==> src/rtl/design_mux_pkg.sv <==
// Shared types and constants for the sequenced design-select multiplexer.
package design_mux_pkg;

    typedef enum logic [1:0] {
        ACTIVE,
        DRAIN,
        RST_NEW
    } mux_state_t;

    // Wide enough for a switch reset of up to 255 cycles and for the debounce count.
    localparam int CNT_W = 8;

    function automatic logic sel_valid(input int sel, input int num_des);
        return sel < num_des;
    endfunction

endpackage

==> src/rtl/io_sync.sv <==
// Plain flop chain with synchronous clear, used to retime the pad inputs.
module io_sync #(
    parameter int WIDTH  = 12,
    parameter int STAGES = 2
) (
    input  logic             clock,
    input  logic             reset,
    input  logic [WIDTH-1:0] d,
    output logic [WIDTH-1:0] q
);

    logic [WIDTH-1:0] chain [STAGES];

    always_ff @(posedge clock) begin
        if (reset) begin
            for (int i = 0; i < STAGES; i++) chain[i] <= '0;
        end else begin
            chain[0] <= d;
            for (int i = 1; i < STAGES; i++) chain[i] <= chain[i-1];
        end
    end

    assign q = chain[STAGES-1];

endmodule

==> src/rtl/design_mux_sequenced.sv <==
// Routes chip IO pins to one of NUM_DES design slots, with debounced selection
// and a drain / reset sequence whenever the routed slot changes.
//   state   | meaning
//   ACTIVE  | selected slot is live, io_out follows it, des_sel is debounced
//   DRAIN   | one cycle with outputs zeroed before the handover
//   RST_NEW | new slot held in reset for SWITCH_RST_CYCLES cycles
module design_mux_sequenced
    import design_mux_pkg::*;
#(
    parameter int NUM_DES           = 64,
    parameter int IO_W              = 12,
    parameter int SEL_W             = $clog2(NUM_DES),
    parameter int SYNC_STAGES       = 2,
    parameter int SEL_STABLE        = 2,
    parameter int SWITCH_RST_CYCLES = 4
) (
    input  logic                    clock,
    input  logic                    reset,
    input  logic [IO_W-1:0]         io_in,
    output logic [IO_W-1:0]         io_out,
    input  logic [SEL_W-1:0]        des_sel,
    input  logic                    hold_if_not_sel,
    input  logic                    sync_inputs,
    output logic [NUM_DES*IO_W-1:0] des_io_in,
    input  logic [NUM_DES*IO_W-1:0] des_io_out,
    output logic [NUM_DES-1:0]      des_reset,
    output logic [SEL_W-1:0]        active_sel,
    output logic                    switching
);

    mux_state_t       state_q, state_d;
    logic [SEL_W-1:0] active_d;
    logic [SEL_W-1:0] pending_q, pending_d;
    logic [SEL_W-1:0] cand_q, cand_d;
    logic [CNT_W-1:0] dcnt_q, dcnt_d;
    logic [CNT_W-1:0] rcnt_q, rcnt_d;
    logic [IO_W-1:0]  io_out_d;
    logic [IO_W-1:0]  sync_q;
    logic [IO_W-1:0]  pin_in;
    logic             sel_ok;

    io_sync #(
        .WIDTH  (IO_W),
        .STAGES (SYNC_STAGES)
    ) u_io_sync (
        .clock (clock),
        .reset (reset),
        .d     (io_in),
        .q     (sync_q)
    );

    assign pin_in    = sync_inputs ? sync_q : io_in;
    assign sel_ok    = sel_valid(int'(des_sel), NUM_DES);
    assign switching = (state_q != ACTIVE);

    always_ff @(posedge clock) begin
        if (reset) begin
            state_q    <= RST_NEW;
            rcnt_q     <= CNT_W'(SWITCH_RST_CYCLES);
            active_sel <= sel_ok ? des_sel : '0;
            pending_q  <= '0;
            cand_q     <= '0;
            dcnt_q     <= '0;
            io_out     <= '0;
        end else begin
            state_q    <= state_d;
            rcnt_q     <= rcnt_d;
            active_sel <= active_d;
            pending_q  <= pending_d;
            cand_q     <= cand_d;
            dcnt_q     <= dcnt_d;
            io_out     <= io_out_d;
        end
    end

    always_comb begin
        state_d   = state_q;
        rcnt_d    = rcnt_q;
        active_d  = active_sel;
        pending_d = pending_q;
        cand_d    = cand_q;
        dcnt_d    = '0;
        io_out_d  = '0;
        case (state_q)
            ACTIVE: begin
                io_out_d = des_io_out[int'(active_sel)*IO_W +: IO_W];
                if (!sel_ok || des_sel == active_sel) begin
                    dcnt_d = '0;
                end else if (des_sel == cand_q) begin
                    dcnt_d = (dcnt_q == '1) ? dcnt_q : dcnt_q + 1'b1;
                end else begin
                    cand_d = des_sel;
                    dcnt_d = CNT_W'(1);
                end
                // Switch fires on the edge where the count reaches the threshold.
                if (int'(dcnt_d) >= SEL_STABLE) begin
                    pending_d = cand_d;
                    dcnt_d    = '0;
                    state_d   = DRAIN;
                end
            end
            DRAIN: begin
                active_d = pending_q;
                rcnt_d   = CNT_W'(SWITCH_RST_CYCLES);
                state_d  = RST_NEW;
            end
            RST_NEW: begin
                if (rcnt_q <= CNT_W'(1)) state_d = ACTIVE;
                else                     rcnt_d  = rcnt_q - 1'b1;
            end
            default: state_d = ACTIVE;
        endcase
    end

    always_comb begin
        des_io_in = '0;
        des_reset = '0;
        for (int i = 0; i < NUM_DES; i++) begin
            if (i == int'(active_sel)) begin
                des_reset[i] = reset | (state_q == RST_NEW);
                if (state_q == ACTIVE) des_io_in[i*IO_W +: IO_W] = pin_in;
            end else if (hold_if_not_sel) begin
                des_reset[i] = 1'b1;
            end else begin
                des_reset[i]               = reset;
                des_io_in[i*IO_W +: IO_W] = pin_in;
            end
        end
    end

endmodule

==> config.mk <==
export PLATFORM = sky130hd
export DESIGN_NAME = design_mux_sequenced
export DESIGN_NICKNAME = d
export VERILOG_FILES = /design/src/rtl/design_mux_pkg.sv /design/src/rtl/io_sync.sv /design/src/rtl/design_mux_sequenced.sv
export SDC_FILE = /design/constraint.sdc
export NUM_CORES = 1
export LEC_CHECK = 0
export CORE_AREA = 4 4 639 641
export DETAILED_ROUTE_END_ITERATION = 16
export DIE_AREA = 0 0 643 645
export GPL_ROUTABILITY_DRIVEN = 1
export GPL_TIMING_DRIVEN = 0
export PLACE_DENSITY = 0.33
export SKIP_LAST_GASP = 1
export SLEW_MARGIN = 20
export SYNTH_ARGS = -nofsm -noshare
export SYNTH_HDL_FRONTEND = slang
export SYNTH_SLANG_ARGS = --single-unit
export TNS_END_PERCENT = 5
==> constraint.sdc <==
create_clock -name clock -period 5.98 [get_ports clock]
set_input_delay 1.794 -clock clock [delete_from_list [all_inputs] [get_ports clock]]
set_output_delay 1.794 -clock clock [all_outputs]
set_load 0.02 [all_outputs]
# Word-level counts from Yosys, hierarchy flattened
# Memory sizes are Yosys's and may differ from the RTL's.
# Cells that the tools add are included.
# totals
regBits	48
ramBits	24
inputBits	790
out_inout_bits	851
word_cells	249
mem_count	1
# mem_list
name	words	width	read_ports	rd_clocked_by_memory_dff	write_ports	line_no	text
u_io_sync.chain	2	12	2	0	2	io_sync.sv:12	logic [WIDTH-1:0] chain [STAGES];
# classes
n_addsub	2
multipliers	1
n_lt_le_gt_ge	2
n_eq_ne	71
n_shift	1
muxes	150
n_bitwise	4
reduce_logical	10
# ops
op	count
2-to-1 mux 12 bit	69
indexed part select 768 x 11 -> 12 bit	1
== test 6 bit, first input constant	32
== test 5 x 6 -> 1 bit, first input constant	16
2-to-1 mux 1 bit	68
== test 4 x 6 -> 1 bit, first input constant	8
2-to-1 mux 8 bit	5
== test 3 x 6 -> 1 bit, first input constant	4
2-to-1 mux 6 bit	4
one-hot mux 8 bit (2 select lines)	1
== test 2 x 6 -> 1 bit, first input constant	2
== test 6 bit	2
adder 8 x 1 -> 8 bit, second input constant	1
== test 8 bit, second input constant	1
>= comparator 8 x 2 -> 1 bit, second input constant	1
<= comparator 8 x 1 -> 1 bit, second input constant	1
multiplier 6 x 2 -> 8 bit, second input constant	1
subtractor 8 x 1 -> 8 bit, second input constant	1
== test 1 x 6 -> 1 bit, first input constant	1
logical NOT 6 bit	1
inequality test 2 bit, second input constant	3
one-hot mux 2 bit (3 select lines)	1
AND reduction 2 bit	3
nonzero test 2 bit	3
8 further kinds	11

# Longest topological paths before layout
# depth
ltp_word	8
ltp_mapped	9
ltp_nobuf	8

# Cells and area by module
# A second synthesis with hierarchy kept.
# hier_totals
cells_unflattened	2849
area_unflattened_um2	18048.6
# modules_own_cells
module	instances	cells_per_inst	area_each_um2	seq_area_each_um2
design_mux_sequenced	1	2787	17265.3	1021.0
io_sync	1	62	783.3	480.5

# Worst setup path before layout
# No wires, ideal clock.
# synth_timing
path_kind	input to output
from	input port sync_inputs
to	output port des_io_in[100]
t_arrival_ns	3.337
required_ns	4.186
setup_slack_ns	0.849
cell_stages	6
path_buffers	3
cell_sequence	buf_2 -> mux2i_1 -> or2_2 -> clkbuf_1 -> clkbuf_1 -> o21ai_0
# synth_between
elab_chain_cells	3
word_cells_on_any_way	4
classes_between	mux: 4
# synth_lines
item	line_no	text
start: declaration	design_mux_sequenced.sv:23	input logic sync_inputs,
2-to-1 mux 12 bit *	design_mux_sequenced.sv:52	assign pin_in = sync_inputs ? sync_q : io_in;
2-to-1 mux 12 bit, on equally long branches	design_mux_sequenced.sv:122, design_mux_sequenced.sv:121	
2-to-1 mux 12 bit *	design_mux_sequenced.sv:119	if (i == int'(active_sel)) begin
end: declaration	design_mux_sequenced.sv:24	output logic [NUM_DES*IO_W-1:0] des_io_in,
# Every way passes the cells marked *; elsewhere a longest branch is shown, timed or not.

# Final worst setup path
# layout_timing
from	input port io_in[11]
to	output port des_io_in[563]
# layout_between
elab_chain_cells	3
word_cells_on_any_way	4
classes_between	mux: 4
# layout_lines
item	line_no	text
start: declaration	design_mux_sequenced.sv:19	input logic [IO_W-1:0] io_in,
2-to-1 mux 12 bit *	design_mux_sequenced.sv:52	
2-to-1 mux 12 bit, on equally long branches	design_mux_sequenced.sv:122, design_mux_sequenced.sv:121	
2-to-1 mux 12 bit *	design_mux_sequenced.sv:119	
# Marked as above.

==> impl_metrics.toml <==
[synthesis]
synthArstFlopShare = 0
yosysTopAreaCell = "mux4_2"
netlist_area_um2 = 17700
synth.area.top_cells = "mux4_2, o21ai_0, nand2_1"
yosys_warnings = 0
synth_edf_count = 6
synth_top_family_by_area = "multiplexers"
synthMuxAreaShare = 0.274
synthSimpleGateAreaFrac = 0.271
synth_top_area_share = 0.258
yosysUniqueCellTypes = 51
synth-xor-area-share = 0.00791
synth_compound_area_frac = 0.272
yosysSeqAreaShare = 0.0847
syn_inst = 2790
avgSynthCellArea_um2 = 6.35
yosys_register_bits = 72
synth_fa_ha_area_frac = 0.00212
synth-main-ff-cell = "dfxtp_1"

[layout]
area_growth_pct = 143
drive_gt1_frac = 0.143
final_common_cell = "clkdlybuf4s50_1"
multi_input_area_um2 = 15200
final_util = 0.107
final_net_count = 5289
regArea_um2 = 1500
fillCellCount = 46900
layout_common_cells = "clkdlybuf4s50_1, nand2_1, o21ai_0"

[clock_network]
cts_buffers = 9
cts_max_level = 3
worstSkewPairLatency_ns = 0.44
path_clk_slew_ns = 0.12
clockBufferDepth = 2
tritoncts = "built"
clockRootBuffer = "clkbuf_16"
clock_sinks = 72

[grt]
grt_antenna_before_repair = 113
track_usage = 0.162
grt_pass1_vias = 31300
grt_pass1_wl_um = 424000
grt_max_degree = 16
grt_overflow_total = 0

[power_and_ir_drop]
max-vdd-ir-drop_v = 0.000211
p_leak_uw = 0.0138
powerDensity_nw_per_um2 = 129
p_switching_uw = 3110
p_sw_frac = 0.558
pwr-share-clk = 0.115
p_seq_frac = 0.106
comb_power_share = 0.779
p_int_uw = 2470

[setup_path]
worstPathMaxFanout = 10
critPathArrivalTime_ns = 4.44
path_cells = "clkdlybuf4s50_1 -> mux2i_4 -> nor2_1 -> clkbuf_1 -> nand2_1 -> o21ai_0 -> clkdlybuf4s50_1"
slowest_delay_ns = 0.69
cpLargestDelayFamily = "buffers and inverters"
rr_startpoint = "active_sel[1]"
worstSetupPathType = "primary input to output pin"
required_ns = 4.19
cp_slowest_cell = "clkdlybuf4s50_1"
reg2reg_depth = 8
cp-end-kind = "output pin"
cpMostUsedCell = "clkdlybuf4s50_1"
reg2reg_setup_slack_ns = 1.07
cp-start-kind = "primary input"
worst-path-buf-inv = 3
r2r_end = "io_out[3]"

[timing]
timing.final.ws_setup_ns = -0.256
fin_crit_ns = 6.24
post-route-period-util = 1.04
relSlewSlack = 0.199
setup_viol = 261
skew_ns = 0.0483
slew_violations = 0
rsz0062_at_grt = "yes"
max_freq_mhz = 160
tightest_slew_ns = 1.20
hold_violations = 0

[floorplan]
dieHeight_um = 645
initial_core_util = 0.0440
core_area_um2 = 402000
die_x_um = 643
pin_count = 1641
row_count = 233
die_area_um2 = 415000

[detailed_routing]
vias_per_cell = 3.27
first_pass_iters = 8
drc = 0
detail-route-antenna-nets = 0
routedWlPerCell_um = 36.1
vias = 32100
drt-initial-drc-count = 3332
wl_um = 355000

[worst_hold_path]
hp-start = "u_io_sync.chain[0][10]"
hold_depth = 1
min_path_type = "register to register"
min_to = "u_io_sync.chain[0][22]"

[placement]
dp_slack_ns = -2.55
dpl.hpwl_um = 314000
portBuffers = 1640
place.gp.congestion = 0.923

[run]
max_cap_violations = 0

[run_status]
violations = "setup timing"
status = "finished with violations"
## synth_stat cells, drive strengths merged, types with 20 or more instances
| cell type | number |
|---|---|
| mux2i | 25 |
| or2 | 30 |
| nor3 | 25 |
| o21ai | 779 |
| nand2 | 863 |
| nand2b | 20 |
| nor2b | 29 |
| a22oi | 26 |
| mux4 | 204 |
| dfxtp | 66 |
| nand3 | 38 |
| a21oi | 70 |
| nor2 | 128 |
| clkbuf | 314 |
| a22o | 26 |
| buf | 63 |
## worst reg2reg max path: stages (launching register included)
cell and delay [ns]:
edfxtp_1 0.37, buf_2 0.46, buf_6 0.47, buf_2 0.63
buf_2 0.86, mux4_2 0.66, a22oi_1 0.36, nand4_1 0.51
a221o_1 0.48
## sequential cells by signal, indices dropped and copies added, names as in the netlist
name             count
dcnt_q               8
io_out              12
active_sel           6
rcnt_q               8
cand_q               6
state_q              2
u_io_sync.chain     24
pending_q            6
## final cells by class
| cell class | instances | share of cell area |
|---|---|---|
| Timing Repair Buffer | 1697 | 0.396 |
| Multi-Input combinational cell | 2343 | 0.354 |
| Tap cell | 5287 | 0.154 |
| Buffer | 369 | 0.0523 |
| Sequential cell | 72 | 0.0349 |
| Clock buffer | 9 | 0.00523 |
| Antenna cell | 43 | 0.00250 |
| Clock inverter | 7 | 0.00142 |
| Inverter | 4 | 0.000349 |
## through the flow
step	hold slack, ns	std cells	area [µm²]	setup TNS [ns]	power [µW]
after floorplan	0.414	2796	17700	0	2080
after global placement	0.423	9723	40800	-1522.54	4910
after detailed placement	0.425	9744	41300	-1035.96	4940
after CTS	0.397	9788	42900	-49.54	5760
after global routing	0.401	9811	43000	-53.19	5800
final	0.404	9831	43100	-18.33	5570
## cells by family after synthesis
| logic type | count (synthesis) |
|---|---|
| compound gates | 916 |
| simple gates | 1172 |
| mux | 229 |
| xor+xnor | 16 |
| flops | 72 |
| buf+inv | 381 |
| fa+ha+maj | 3 |
| other cells | 1 |
## power by group through the flow
stage	Sequential [µW]	Clock [µW]	Combinational, µW
6_report	593	640	4340
5_1_grt	600	693	4500
4_1_cts	593	699	4470
3_5_place_dp	602	0	4340
3_3_place_gp	602	0	4300
2_1_floorplan	601	0	1480
## routing by layer
metal,up-vias,track usage,routed length [µm]
met1,16400,0.160,117000
met2,2089,0.334,205000
li1,13300,-,-
met4,38,0.0435,11700
met5,-,0,253
met3,382,0.0311,20600
## how the worst max path moves through the flow
stage | from | to | depth (start not counted)
floorplan | sync_inputs | des_io_in[100] | 6
global placement | active_sel[3] | des_io_in[207] | 6
detailed placement | hold_if_not_sel | des_io_in[33] | 9
CTS | active_sel[4] | des_io_in[241] | 7
global route | sync_inputs | des_io_in[470] | 8
finish | io_in[11] | des_io_in[563] | 7
## repair_timing
item	4_1_cts	5_1_grt
hold buffers	0	0
gates resized for setup	643	69
pin swaps	14	0
setup endpoints to repair	832	602
setup buffers	36	0
Note: power is estimated with default switching activity, not from simulation.
